File: src/rtl/stdp_learning_engine_if.sv
// Port bundle for stdp_learning_engine: spike inputs, weight readback and update stream.
// The engine connects through the slave modport; the SNN core side uses master.
interface stdp_learning_engine_if #(
    parameter int N_PRE      = 16,
    parameter int HIST_DEPTH = 8,
    parameter int W_WIDTH    = 4
);
    localparam int CW  = $clog2(N_PRE);
    localparam int DTW = $clog2(HIST_DEPTH) + 1;

    logic                      learn_en;
    logic [N_PRE-1:0]          pre_spike;
    logic                      post_spike;
    logic [CW-1:0]             rd_sel;
    logic [W_WIDTH-1:0]        rd_weight;
    logic                      busy;
    logic                      upd_valid;
    logic [CW-1:0]             upd_ch;
    logic signed [DTW-1:0]     upd_dt;
    logic [W_WIDTH-1:0]        upd_weight;
    logic                      post_ovf;

    modport master (
        output learn_en, pre_spike, post_spike, rd_sel,
        input  rd_weight, busy, upd_valid, upd_ch, upd_dt, upd_weight, post_ovf
    );

    modport slave (
        input  learn_en, pre_spike, post_spike, rd_sel,
        output rd_weight, busy, upd_valid, upd_ch, upd_dt, upd_weight, post_ovf
    );
endinterface

File: src/rtl/stdp_learning_engine.sv
// STDP weight-update engine: post events sweep LTP, pre events sweep LTD, one channel per clock.
// Define STDP_LTD_EN to build pre-event capture and the LTD sweep; otherwise LTP only.
module stdp_learning_engine #(
    parameter int N_PRE      = 16,
    parameter int HIST_DEPTH = 8,
    parameter int W_WIDTH    = 4,
    parameter int W_INIT     = 8,
    parameter int NEAR_WIN   = 2
) (
    input logic                   clock,
    input logic                   reset,
    stdp_learning_engine_if.slave bus
);
    localparam int D   = HIST_DEPTH;
    localparam int CW  = $clog2(N_PRE);
    localparam int KW  = $clog2(D);
    localparam int DTW = KW + 1;

    typedef enum logic [1:0] {IDLE, LTP_SCAN, LTD_SCAN} state_t;

    state_t                      state, stateNxt;
    logic [CW-1:0]               ch;
    logic [N_PRE-1:0][D-2:0]     preHist;
    logic [D-2:0]                postHist;
    logic [N_PRE-1:0][D-1:0]     preWin;
    logic [D-1:0]                postWin;
    logic [N_PRE-1:0][D-1:0]     postSlot;
    logic [N_PRE-1:0][D-1:0]     snap;
    logic                        slotFull;
    logic                        slotTake;
    logic                        postCap;
    logic                        anyPending;
    logic [N_PRE-1:0][W_WIDTH-1:0] weight;

    logic [KW-1:0]               curK;
    logic [KW-1:0]               curMag;
    logic                        ltpHit;
    logic                        ltdHit;
    logic [1:0]                  step;
    logic [W_WIDTH:0]            wCur;
    logic [W_WIDTH:0]            stepExt;
    logic [W_WIDTH:0]            sum;
    logic [W_WIDTH:0]            diff;
    logic [W_WIDTH-1:0]          newW;
    logic [DTW-1:0]              magExt;
    logic [DTW-1:0]              dtOut;

`ifdef STDP_LTD_EN
    logic [N_PRE-1:0]            pending;
    logic [N_PRE-1:0][KW-1:0]    ltdK;
    logic [KW-1:0]               postK;
`endif

    // Smallest k in 1..D-1 with win[k] set; 0 means none (bit 0 is simultaneous and never counts).
    function automatic logic [KW-1:0] firstK(input logic [D-1:0] win);
        logic [KW-1:0] r;
        r = '0;
        for (int k = D - 1; k >= 1; k--)
            if (win[k]) r = KW'(k);
        return r;
    endfunction

    for (genvar i = 0; i < N_PRE; i++) begin : g_win
        assign preWin[i] = {preHist[i], bus.pre_spike[i]};
    end
    assign postWin = {postHist, bus.post_spike};

    assign postCap  = bus.post_spike & bus.learn_en;
    assign slotTake = (state == IDLE) && slotFull;

    // Histories and the single-entry post slot; the slot may refill on the edge it drains.
    always_ff @(posedge clock or negedge reset) begin
        if (!reset) begin
            preHist      <= '0;
            postHist     <= '0;
            postSlot     <= '0;
            snap         <= '0;
            slotFull     <= 1'b0;
            bus.post_ovf <= 1'b0;
        end else begin
            for (int i = 0; i < N_PRE; i++) preHist[i] <= preWin[i][D-2:0];
            postHist <= postWin[D-2:0];
            if (slotTake) snap <= postSlot;
            if (postCap && (!slotFull || slotTake)) begin
                postSlot <= preWin;
                slotFull <= 1'b1;
            end else if (slotTake) begin
                slotFull <= 1'b0;
            end
            if (postCap && slotFull && !slotTake) bus.post_ovf <= 1'b1;
        end
    end

`ifdef STDP_LTD_EN
    assign postK = firstK(postWin);

    // A fresh capture beats the clear issued by the LTD sweep on the same edge.
    always_ff @(posedge clock or negedge reset) begin
        if (!reset) begin
            pending <= '0;
            ltdK    <= '0;
        end else begin
            for (int i = 0; i < N_PRE; i++) begin
                if (bus.learn_en && bus.pre_spike[i] && (postK != '0)) begin
                    pending[i] <= 1'b1;
                    ltdK[i]    <= postK;
                end else if (ltdHit && (ch == CW'(i))) begin
                    pending[i] <= 1'b0;
                end
            end
        end
    end
    assign anyPending = |pending;
`else
    assign anyPending = 1'b0;
`endif

    always_ff @(posedge clock or negedge reset) begin
        if (!reset) state <= IDLE;
        else        state <= stateNxt;
    end

    always_comb begin
        stateNxt = state;
        case (state)
            IDLE: begin
                if (slotFull)        stateNxt = LTP_SCAN;
                else if (anyPending) stateNxt = LTD_SCAN;
            end
            LTP_SCAN, LTD_SCAN: begin
                if (ch == CW'(N_PRE - 1)) stateNxt = IDLE;
            end
            default: stateNxt = IDLE;
        endcase
    end

    // Per-channel step and saturating read-modify-write for the channel under the sweep.
    always_comb begin
        curK   = firstK(snap[ch]);
        ltpHit = (state == LTP_SCAN) && (curK != '0);
        ltdHit = 1'b0;
        curMag = curK;
`ifdef STDP_LTD_EN
        if (state == LTD_SCAN) begin
            ltdHit = pending[ch];
            curMag = ltdK[ch];
        end
`endif
        step    = (int'(curMag) <= NEAR_WIN) ? 2'd2 : 2'd1;
        wCur    = {1'b0, weight[ch]};
        stepExt = (W_WIDTH + 1)'(step);
        sum     = wCur + stepExt;
        diff    = wCur - stepExt;
        if (ltdHit) newW = diff[W_WIDTH] ? '0 : diff[W_WIDTH-1:0];
        else        newW = sum[W_WIDTH]  ? '1 : sum[W_WIDTH-1:0];
        magExt = {1'b0, curMag};
        dtOut  = ltdHit ? -magExt : magExt;
    end

    always_ff @(posedge clock or negedge reset) begin
        if (!reset) begin
            ch             <= '0;
            bus.upd_valid  <= 1'b0;
            bus.upd_ch     <= '0;
            bus.upd_dt     <= '0;
            bus.upd_weight <= '0;
            for (int i = 0; i < N_PRE; i++) weight[i] <= W_WIDTH'(W_INIT);
        end else begin
            ch            <= (state == IDLE) ? '0 : ch + 1'b1;
            bus.upd_valid <= ltpHit | ltdHit;
            if (ltpHit || ltdHit) begin
                weight[ch]     <= newW;
                bus.upd_ch     <= ch;
                bus.upd_dt     <= dtOut;
                bus.upd_weight <= newW;
            end
        end
    end

    assign bus.rd_weight = weight[bus.rd_sel];
    assign bus.busy      = (state != IDLE);

endmodule
File: src/flat_wrapper.sv
// flat-port wrapper written by rule: the top's interface ports become plain ports
module stdp_learning_engine_flat 
#(
    parameter int N_PRE      = 16,
    parameter int HIST_DEPTH = 8,
    parameter int W_WIDTH    = 4,
    parameter int W_INIT     = 8,
    parameter int NEAR_WIN   = 2
)
  (clock, reset, bus_learn_en, bus_pre_spike, bus_post_spike, bus_rd_sel, bus_rd_weight, bus_busy, bus_upd_valid, bus_upd_ch, bus_upd_dt, bus_upd_weight, bus_post_ovf);
  stdp_learning_engine_if #(.N_PRE(N_PRE), .HIST_DEPTH(HIST_DEPTH), .W_WIDTH(W_WIDTH)) bus_i ();
  input logic clock;
  input logic reset;
  input wire logic [$bits(bus_i.learn_en)-1:0] bus_learn_en;
  input wire logic [$bits(bus_i.pre_spike)-1:0] bus_pre_spike;
  input wire logic [$bits(bus_i.post_spike)-1:0] bus_post_spike;
  input wire logic [$bits(bus_i.rd_sel)-1:0] bus_rd_sel;
  output wire logic [$bits(bus_i.rd_weight)-1:0] bus_rd_weight;
  output wire logic [$bits(bus_i.busy)-1:0] bus_busy;
  output wire logic [$bits(bus_i.upd_valid)-1:0] bus_upd_valid;
  output wire logic [$bits(bus_i.upd_ch)-1:0] bus_upd_ch;
  output wire logic [$bits(bus_i.upd_dt)-1:0] bus_upd_dt;
  output wire logic [$bits(bus_i.upd_weight)-1:0] bus_upd_weight;
  output wire logic [$bits(bus_i.post_ovf)-1:0] bus_post_ovf;
  assign bus_i.learn_en = bus_learn_en;
  assign bus_i.pre_spike = bus_pre_spike;
  assign bus_i.post_spike = bus_post_spike;
  assign bus_i.rd_sel = bus_rd_sel;
  assign bus_rd_weight = bus_i.rd_weight;
  assign bus_busy = bus_i.busy;
  assign bus_upd_valid = bus_i.upd_valid;
  assign bus_upd_ch = bus_i.upd_ch;
  assign bus_upd_dt = bus_i.upd_dt;
  assign bus_upd_weight = bus_i.upd_weight;
  assign bus_post_ovf = bus_i.post_ovf;
  stdp_learning_engine #(.N_PRE(N_PRE), .HIST_DEPTH(HIST_DEPTH), .W_WIDTH(W_WIDTH), .W_INIT(W_INIT), .NEAR_WIN(NEAR_WIN)) u_core (.clock(clock), .reset(reset), .bus(bus_i));
endmodule
File: config.mk
export PLATFORM = sky130hd
export DESIGN_NAME = stdp_learning_engine_flat
export DESIGN_NICKNAME = d
export VERILOG_FILES = /design/src/rtl/stdp_learning_engine_if.sv /design/src/rtl/stdp_learning_engine.sv /design/src/flat_wrapper.sv
export SDC_FILE = /design/constraint.sdc
export NUM_CORES = 1
export LEC_CHECK = 0
export ABC_AREA = 0
export CAP_MARGIN = 20
export CORE_MARGIN = 10
export CORE_UTILIZATION = 60
export DETAILED_ROUTE_END_ITERATION = 10
export PLACE_DENSITY = 0.79
export SYNTH_ARGS = -nofsm -noshare
export SYNTH_HDL_FRONTEND = slang
export SYNTH_SLANG_ARGS = --single-unit
File: constraint.sdc
create_clock -name clock -period 7.9 [get_ports clock]
set_input_delay 0.79 -clock clock [delete_from_list [all_inputs] [get_ports clock]]
set_output_delay 0.79 -clock clock [all_outputs]
set_load 0.005 [all_outputs]
==> results.cfg, run 1 <==
[sta]
rsz0062_at_grt = false
max_freq_mhz = 192
hold_viol = 0
slew_violations = 0
slew_headroom_pct = 28.5
final.period_utilization_pct = 66.1
period_needed_ns = 5.22
fin_ws_ns = 2.68
worstMarginPinSlew_ns = 1.07
setup-violations-final = 0
final.setup.tns_ns = 0
finalClockSkew_ns = 0.0185

[clock_tree]
cts_tree = built
numCtsBuffers = 42
clkSlewWorstSetupHoldPaths_ns = 0.06
ctsHoldBuffers = 0
cts_setup_buffers = 0
clock-sinks = 419
clockBufferDepth = 3
root_buffer = clkbuf_16
htreeDepth = 2
post_cts_resized = 0
insertion_delay_ns = 0.54

[power_and_ir_drop]
switching_power_mw = 2.82
intPower_mw = 5.85
comb_power_share_pct = 36.0
total_power_mw = 8.67
powerDensity_mw_per_mm2 = 468
seqPwrFrac_pct = 41.1
switching_share_pct = 32.5
clkPwrFrac_pct = 23.0
ir_drop_v = 0.000253
leakagePower_nw = 7.83

[setup_path]
crit_fanout = 30
reg2reg_to = u_core.weight[40]
path_class = reg -> reg
critPathRequiredTime_ns = 8.31
end_kind = flop
arrival_ns = 5.63
cp-endpoint = u_core.weight[40]
reg2reg_slack_ns = 2.68
worst_r2r_path_depth = 14
critPathLaunch = u_core.ch[0]
worstSetupStartpointType = flop
r2r-start = u_core.ch[0]

[grt]
grt_usage_pct = 18.8
grt_pass1_vias = 9167
antenna_found_initial = 0
gr-total-overflow = 0
grt_max_degree = 171
grt_first_pass_wirelength_mm = 51.0

[final_layout]
fin_util_pct = 68.8
drive_gt1_share_pct = 43.5
regArea_mm2 = 0.0105
layout_commonest_cell = dfrtp_1
layout.nets = 1055
syn2layout_area_growth_pct = 12.9
fillCellCount = 1747
multi_input_area_mm2 = 0.00569
final_cell_mix = dfrtp_1 (401), mux2_2 (295), mux4_2 (63), clkbuf_16 (42), clkdlybuf4s50_1 (40)
antennaDiodeCount = 0

[synth]
ys_async_sr_fraction_pct = 100
syn_inst = 986
synth_edf_count = 0
synth_area_mm2 = 0.0164
synth_area_per_cell_um2 = 16.7
ys.warnings.count = 0
synth-seq-cells = 419
syn-num-nets = 1017
ys_seq_area_share_pct = 64.0
synthFlopType = dfrtp_1
ys_types = 47

[route]
detail-route-antenna-nets = 0
avgViaCountPerCell = 6.07
routed_wl_mm = 30.9
drcViolationCount = 0
num_vias = 8470
wire_per_inst_um = 22.1
first_pass_iters = 5
drt_iter0_drc = 607

[floorplanning]
start_util_pct = 60.9
die_w_um = 185
die_height_um = 185
pin_count = 43
rows = 60
core_mm2 = 0.0270
die_area_mm2 = 0.0344

[hold_path]
hold_class = in -> async

[place]
gp_congestion = 0.862
hpwl_mm = 18.6
post-place-ws_ns = 2.72
port_buffers = 41

[run]
cap_violations = 0

[outcome]
status = complete, no violations
==> synthesized netlist by cell type, types with 2 or more instances <==
cell         n  area, um^2
a2111oi_0    3        26.3
a21o_1       3        22.5
a21oi_1     20         100
a22oi_1     10        75.1
and2_1       3        18.8
and4_1       2        17.5
buf_1        7        26.3
buf_2        8        40.0
buf_4        3        22.5
clkbuf_1    41         154
dfrtp_1    403       10100
dfstp_2     16         420
ha_1         6        75.1
inv_1        3        11.3
mux2_1       4        45.0
mux2_2     295        3320
mux2i_1      3        30.0
mux4_2      63        1420
nand2_1     26        97.6
nand2b_1     3        18.8
nand3_1     20         100
nand4_1      2        12.5
nor2_1      10        37.5
nor2b_1      7        43.8
o21bai_1     2        15.0
o22ai_1      2        12.5
==> kinds of logic after synthesis <==
group / after synthesis / share of synthesized area, %
flip-flops: 419 / 64.0
multiplexers: 365 / 29.3
AND/OR/NAND/NOR: 79 / 2.38
buffers and inverters: 62 / 1.55
AO/OA/AOI/OAI: 51 / 2.07
adder cells (fa/ha/maj): 7 / 0.579
XOR/XNOR: 2 / 0.107
other: 1 / 0.0228
==> cell type report <==
class	count	share of cell area (%)
multi-input cells	505	30.7
flip-flops and latches	419	56.7
repair buffers	53	2.79
clock inverters	18	1.29
clock buffers	56	6.17
inverters	3	0.0608
well taps	341	2.30
==> sequential cells by signal, indices dropped and copies added (netlist names) <==
register and cells:
u_core.snap 112, u_core.bus.upd_dt 3, u_core.bus.upd_valid 1, u_core.bus.upd_weight 4
u_core.weight 64, u_core.bus.post_ovf 1, u_core.slotFull 1, u_core.bus.upd_ch 4
u_core.ch 4, u_core.postSlot 112, u_core.state 1, u_core.preHist 112
==> critical path, stage by stage (launching register included) <==
cell      delay (ns)
dfrtp_2         0.93
buf_4           0.53
mux4_2          0.55
a22oi_1         0.27
nand2_1         0.16
nor4_2          0.23
buf_4           0.27
nand2_1         0.10
and2_1          0.17
ha_1            0.22
fa_1            0.43
nor4b_1         0.19
o21bai_1        0.25
nand2b_1        0.36
mux2_2          0.40
==> per-layer routing <==
| metal | share of wire, % | track usage (%) | wire, um | vias up |
|---|---|---|---|---|
| met1 | 43 | 25.8 | 13300 | 4529 |
| met2 | 50 | 30.6 | 15300 | 214 |
| met3 | 4.9 | 3.13 | 1510 | 53 |
| met5 | 0 | 0 | 0 | - |
| met4 | 2.4 | 5.43 | 732 | 0 |
| li1 | - | - | - | 3674 |
==> metrics by stage <==
stage / hold WS [ns] / instances / area (um^2)
global route: 0.372 / 1395 / 18500
finish: 0.346 / 1395 / 18500
floorplan: 0.349 / 986 / 16400
global placement: 0.352 / 1320 / 17100
detailed placement: 0.354 / 1321 / 17200
CTS: 0.363 / 1395 / 18500
==> power by group through the flow <==
stage               sequential, mW  combinational (mW)  clock [mW]
global route                  3.67                3.38        2.13
finish                        3.56                3.12        1.99
global placement              3.53                2.99           0
CTS                           3.57                3.13        2.03
detailed placement            3.58                3.10           0
floorplan                     3.30                2.47           0
==> worst min-delay path by stage <==
stage / from / end / slack [ns]
final: reset / u_core.postSlot[1] / 0.35
after global routing: u_core.preHist[86] / u_core.preHist[87] / 0.37
after CTS: u_core.preHist[53] / u_core.preHist[54] / 0.36
after detailed placement: u_core.preHist[81] / u_core.preHist[82] / 0.35
after global placement: u_core.preHist[35] / u_core.preHist[36] / 0.35
after floorplan: u_core.preHist[99] / u_core.preHist[100] / 0.35
No activity file was read; power rests on OpenSTA's default activity.
==> run 2, diff against run 1 <==
--- a/config.mk
+++ b/config.mk
@@ -8,9 +8,9 @@
 export ABC_AREA = 0
 export CAP_MARGIN = 20
 export CORE_MARGIN = 10
-export CORE_UTILIZATION = 60
+export CORE_UTILIZATION = 55
 export DETAILED_ROUTE_END_ITERATION = 10
-export PLACE_DENSITY = 0.79
+export PLACE_DENSITY = 0.76
 export SYNTH_ARGS = -nofsm -noshare
 export SYNTH_HDL_FRONTEND = slang
 export SYNTH_SLANG_ARGS = --single-unit
==> constraint.sdc (replaced) <==
create_clock -name clock -period 4.45 [get_ports clock]
set_input_delay 0.445 -clock clock [delete_from_list [all_inputs] [get_ports clock]]
set_output_delay 0.445 -clock clock [all_outputs]
set_load 0.005 [all_outputs]
==> run 2 against run 1 <==
Setup slack lost 2.3 ns. Largest power group unchanged. Die area grew 8.1%. Wire length shrank 1.5%. Clock power grew 74%. Global-route usage shrank 1.9 points. First-iteration DRC count shrank 0.16%. Register-to-register slack lost 2.3 ns. Core utilization shrank 5.3 points. Sequential power grew 76%. Sequential share of layout area shrank 0.70 points. Clock skew grew 0.00096 ns. Largest cell class unchanged. Cell area grew 1.3%.
==> results.cfg, run 2 (same netlist as run 1, synthesis figures left out) <==
[power_and_ir_drop]
ir_drop_v = 0.000530
switching_power_mw = 4.95
leakagePower_nw = 7.93
comb_power_share_pct = 37.1
powerDensity_mw_per_mm2 = 823
total_power_mw = 15.5
seqPwrFrac_pct = 40.6
clkPwrFrac_pct = 22.4
intPower_mw = 10.5
switching_share_pct = 32.0

[floorplanning]
rows = 63
die_height_um = 193
core_mm2 = 0.0296
start_util_pct = 55.6
die_w_um = 193
die_area_mm2 = 0.0372
pin_count = 43

[sta]
worstMarginPinSlew_ns = 0.976
setup-violations-final = 0
slew_violations = 0
period_needed_ns = 4.11
final.period_utilization_pct = 92.3
hold_viol = 0
max_freq_mhz = 243
slew_headroom_pct = 34.9
final.setup.tns_ns = 0
finalClockSkew_ns = 0.0194
rsz0062_at_grt = false

[grt]
antenna_found_initial = 0
gr-total-overflow = 0
grt_pass1_vias = 9071
grt_max_degree = 113
grt_first_pass_wirelength_mm = 49.9
grt_usage_pct = 16.9

[final_layout]
final_cell_mix = dfrtp_1 (401), mux2_2 (295), mux4_2 (63), clkbuf_16 (42), clkdlybuf4s50_1 (40)
layout.cells.non_filler = 1465
drive_gt1_share_pct = 44.4
regArea_mm2 = 0.0105
layout.nets = 1074
fillCellCount = 2085
multi_input_area_mm2 = 0.00569
largestRegisters = u_core.postSlot (112), u_core.preHist (112), u_core.snap (112)
finish.instance_area_mm2 = 0.0188
syn2layout_area_growth_pct = 14.3
antennaDiodeCount = 0
layout_commonest_cell = dfrtp_1

[route]
routed_wl_mm = 30.4
detail-route-antenna-nets = 0
avgViaCountPerCell = 5.78
num_vias = 8473
drcViolationCount = 0
wire_per_inst_um = 20.8
drt_iter0_drc = 606
first_pass_iters = 5

[setup_path]
critPathRequiredTime_ns = 4.85
worstSetupStartpointType = flop
crit_fanout = 17
arrival_ns = 4.51
path_common_cell = nand2_1
worstPathCellList = buf_12 > mux4_2 > a22oi_1 > nand2_1 > nor4_2 > nand2_1 > and2_1 > ha_1 > fa_1 > nor4b_1 > o21bai_1 > buf_4 > nand2b_2 > mux2_2
max_stage_delay_ns = 0.53
end_kind = flop
cp_slowest_cell = mux4_2
path_class = reg -> reg

[run]
cap_violations = 0

[clock_tree]
clkSlewWorstSetupHoldPaths_ns = 0.06
clock-sinks = 419
numCtsBuffers = 42
root_buffer = clkbuf_16
htreeDepth = 2
clockBufferDepth = 3
cts_tree = built
insertion_delay_ns = 0.53

[place]
port_buffers = 41
place_inst = 1380
gp_congestion = 0.872
hpwl_mm = 18.9
dpl-instance-area_mm2 = 0.0173

[outcome]
status = complete, no violations

[hold_path]
hold_class = in -> reg
[run 2: power groups by stage]
stage,clock network (mW),logic (mW),registers (mW)
3_3_place_gp,0,5.42,6.26
6_report,3.46,5.73,6.27
3_5_place_dp,0,5.59,6.33
2_1_floorplan,0,4.38,5.86
4_1_cts,3.53,5.64,6.28
5_1_grt,3.69,6.23,6.46
[run 2: stage by stage]
stage | setup WS [ns] | hold WS, ns | utilization (%)
after floorplan | 0.460 | 0.149 | -
after global placement | 0.274 | 0.351 | 58.6
after detailed placement | 0.0778 | 0.354 | 58.6
after CTS | 0.0316 | 0.334 | 63.3
after global routing | 0.0813 | 0.342 | 63.5
final | 0.342 | 0.354 | 63.5
[run 2: layer usage]
metal | up-vias | GRT usage [%] | wire, um
met1 | 4528 | 23.4 | 13400
met5 | - | 0 | 0
li1 | 3717 | - | -
met2 | 175 | 27.1 | 14800
met3 | 53 | 3.20 | 1550
met4 | 0 | 4.62 | 626
[run 2: worst paths after layout]
check,start,endpoint,slack [ns],cells past startpoint
max in group asynchronous,reset,u_core.preHist[110],2.77,3
hold / removal,bus_pre_spike[3],u_core.preHist[21],0.35,1
setup / recovery,u_core.ch[0],u_core.weight[45],0.34,14
hold reg to reg,u_core.preHist[68],u_core.preHist[69],0.36,0
setup reg to reg,u_core.ch[0],u_core.weight[45],0.34,14
min in group asynchronous,reset,u_core.postSlot[57],0.54,2
[run 2: area by class of cell]
| type | instances | area share (%) |
|---|---|---|
| tap | 390 | 2.60 |
| timing repair buffer | 72 | 3.73 |
| multi-input combinational | 505 | 30.3 |
| clock inverter | 11 | 0.753 |
| clock buffer | 65 | 6.54 |
| inverter | 3 | 0.0600 |
| sequential | 419 | 56.0 |
[run 2: timing repair]
item / CTS / global route
endpoints found under the setup margin: 0 / 51
resized for setup: 0 / 4
endpoints found under the hold margin: 90 / 0
setup buffers: 0 / 7
hold buffers: 1 / 0
[run 2: worst max-delay path: cells and delay by family (launching register included)]
kind | cells | cell delay, ns
AOI/OAI and AO/OA | 2 | 0.44
adders and majority gates | 2 | 0.66
buffers and inverters | 2 | 0.34
DFF | 1 | 0.49
muxes | 2 | 0.85
and+or+nand+nor | 6 | 1.18
==> run 3, diff against run 2 <==
--- a/config.mk
+++ b/config.mk
@@ -5,11 +5,12 @@
 export SDC_FILE = /design/constraint.sdc
 export NUM_CORES = 1
 export LEC_CHECK = 0
-export ABC_AREA = 0
+export ABC_AREA = 1
 export CAP_MARGIN = 20
 export CORE_MARGIN = 10
-export CORE_UTILIZATION = 55
+export CORE_UTILIZATION = 57
 export DETAILED_ROUTE_END_ITERATION = 10
+export DONT_BUFFER_PORTS = 1
 export PLACE_DENSITY = 0.76
 export SYNTH_ARGS = -nofsm -noshare
 export SYNTH_HDL_FRONTEND = slang
==> run 3 against run 2 <==
The run now ends with negative hold slack left. Clock power rose by 8.7%. Hold slack got worse by 0.73 ns. Combinational power rose by 21%. Setup slack improved by 0.37 ns. Non-clock buffer count fell by 39. Core utilization rose by 0.60 points. Largest cell class unchanged.
==> results.cfg, run 3 <==
[final_layout]
drive_gt1_share_pct = 18.0
largestRegisters = u_core.postSlot (112), u_core.preHist (112), u_core.snap (112)
layout.nets = 1645
layout_commonest_cell = dfrtp_1
regArea_mm2 = 0.0105
multi_input_area_mm2 = 0.00574
fin_util_pct = 64.1
fillCellCount = 2316
syn2layout_area_growth_pct = 10.7
antennaDiodeCount = 0
final_cell_mix = dfrtp_1 (401), nand2_1 (351), mux2_2 (177), nor2_1 (128), nand3_1 (128)

[sta]
worstMarginPinSlew_ns = 0.812
final.setup.tns_ns = 0
period_needed_ns = 3.74
worst_hold_slack_ns = -0.377
slew_headroom_pct = 45.9
final.period_utilization_pct = 84.1
hold_viol = 403
fin_ws_ns = 0.708
rsz0062_at_grt = false
finalClockSkew_ns = 0.0116
max_freq_mhz = 267
slew_violations = 0
setup-violations-final = 0

[synth]
synth_top_family_by_area = simple AND/OR/NAND/NOR gates
syn-num-nets = 1657
synth-xor-area-share_pct = 0
synthSimpleGateAreaFrac_pct = 14.9
ys_seq_area_share_pct = 61.2
muxShareOfSynthArea_pct = 11.6
synth_top_area_share_pct = 58.8
synth.most_common_cell = dfrtp_1
synth_fa_ha_area_share_pct = 0.554
synth_area_leaders = dfrtp_1 (59%), mux2_2 (12%), nand2_1 (7.7%)
synth_edf_count = 0
ys.warnings.count = 0
synth-seq-cells = 419
ys_types = 36
synth_area_mm2 = 0.0172
ys_top_cells_by_count = dfrtp_1 (403), nand2_1 (352), mux2_2 (177)
synth_area_per_cell_um2 = 10.6
synth_top_area_cell = dfrtp_1
synth-compound-area-share_pct = 6.29
synthFlopType = dfrtp_1
ys_async_sr_fraction_pct = 100
syn_inst = 1626

[power_and_ir_drop]
ir_drop_v = 0.00105
powerDensity_mw_per_mm2 = 886
leakagePower_nw = 8.99

[place]
port_buffers = 0
hpwl_mm = 21.9
post-place-ws_ns = 0.817
gp_congestion = 0.897

[setup_path]
crit_fanout = 81
critPathRequiredTime_ns = 4.87
arrival_ns = 4.16
r2r-start = u_core.ch[0]
end_kind = flop
worstSetupStartpointType = flop
path_class = reg -> reg
critPathLaunch = u_core.ch[0]

[floorplanning]
start_util_pct = 57.9
pin_count = 43
die_height_um = 193
die_w_um = 193
core_mm2 = 0.0296
rows = 63
die_area_mm2 = 0.0374

[outcome]
violations = negative hold slack
status = finished, violations left

[clock_tree]
clkSlewWorstSetupHoldPaths_ns = 0.06
cts_setup_buffers = 0
ctsHoldBuffers = 16
numCtsBuffers = 43
cts_tree = built
clock-sinks = 419
post_cts_resized = 0
clockBufferDepth = 3
htreeDepth = 2
root_buffer = clkbuf_16
insertion_delay_ns = 0.54

[grt]
grtUsageMet3_pct = 3.15
grt_pass1_vias = 11500
gr-total-overflow = 0
grt_util_met2_pct = 32.6
use_met1_pct = 25.2
grt.busiest_layer = met2
grt_max_degree = 420
antenna_found_initial = 0
grt_first_pass_wirelength_mm = 59.9
grt_usage_pct = 19.2

[hold_path]
hold_class = in -> async

[route]
detail-route-antenna-nets = 0
avgViaCountPerCell = 5.59
num_vias = 11400
first_pass_iters = 5
drcViolationCount = 0
wire_per_inst_um = 17.8
routed_wl_mm = 36.3
drt_iter0_drc = 972

[run]
cap_violations = 0
[run 3: changes by cell type in the layout (fill, tap and decap cells not counted), sizes merged, moves of 15 or more]
cell	change
nor2	+122
o211ai	+19
mux2	-122
mux4	-63
a21oi	+66
nand3	+110
o21ai	+80
clkdlybuf4s50	-40
nand2	+330
inv	+110
dlygate4sd3	+15
[run 3: stage by stage]
step                      instances  power [mW]  cell area, um^2
after CTS                      2038        16.9            19000
after floorplan                1626        11.3            17200
after global routing           2038        18.0            19000
after global placement         1943        12.7            17300
final                          2038        16.8            19000
after detailed placement       1943        13.0            17300
[run 3: cell families (layout without fill, tap and decap cells)]
kind of cell / count (synthesis) / in the layout
simple gates: 622 / 622
flops: 419 / 419
mux: 177 / 177
compound gates: 199 / 199
fa+ha+maj: 7 / 7
other cells: 1 / 1
buf+inv: 201 / 223
[run 3: worst max-delay path: stages (launching register included)]
cell     delay, ns
dfrtp_4       0.59
inv_2         0.11
buf_12        0.35
nand2_1       0.11
nand3_1       0.13
nand2_1       0.08
nand2_1       0.07
nand2_1       0.11
nor2_2        0.17
nand2_1       0.07
nand2_1       0.06
nand2_1       0.05
nand2_1       0.05
nand2_1       0.06
o21ai_0       0.23
inv_1         0.13
fa_1          0.45
nor3_1        0.31
a21oi_2       0.06
buf_4         0.23
nand3_1       0.12
nand2_1       0.07
[run 3: path summary, 6_finish.rpt]
path	end	slack, ns	cells past startpoint
max	u_core.weight[34]	0.71	21
min	u_core.preHist[105]	-0.38	0
max reg2reg	u_core.weight[34]	0.71	21
min reg2reg	u_core.preHist[73]	0.37	0
max in group asynchronous	u_core.ch[1]	4.29	0
min in group clock	u_core.slotFull	0.04	2
[run 3: cell type report]
class	count	area share [%]
flip-flops and latches	419	55.3
multi-input cells	1006	30.2
clock buffers	66	6.81
well taps	390	2.57
inverters	111	2.19
repair buffers	33	1.78
clock inverters	13	1.11
[run 3: where the power goes]
group          switching [mW]  internal (mW)
sequential              0.804           5.31
combinational            4.60           2.35
clock                    1.46           2.30
total                    6.86           9.97
[run 3: metal layers]
metal  wire length, um  part of all wire (%)
met1             15400                    42
met2             18200                    50
met3              1970                   5.4
met4               700                   1.9
met5                 0                     0
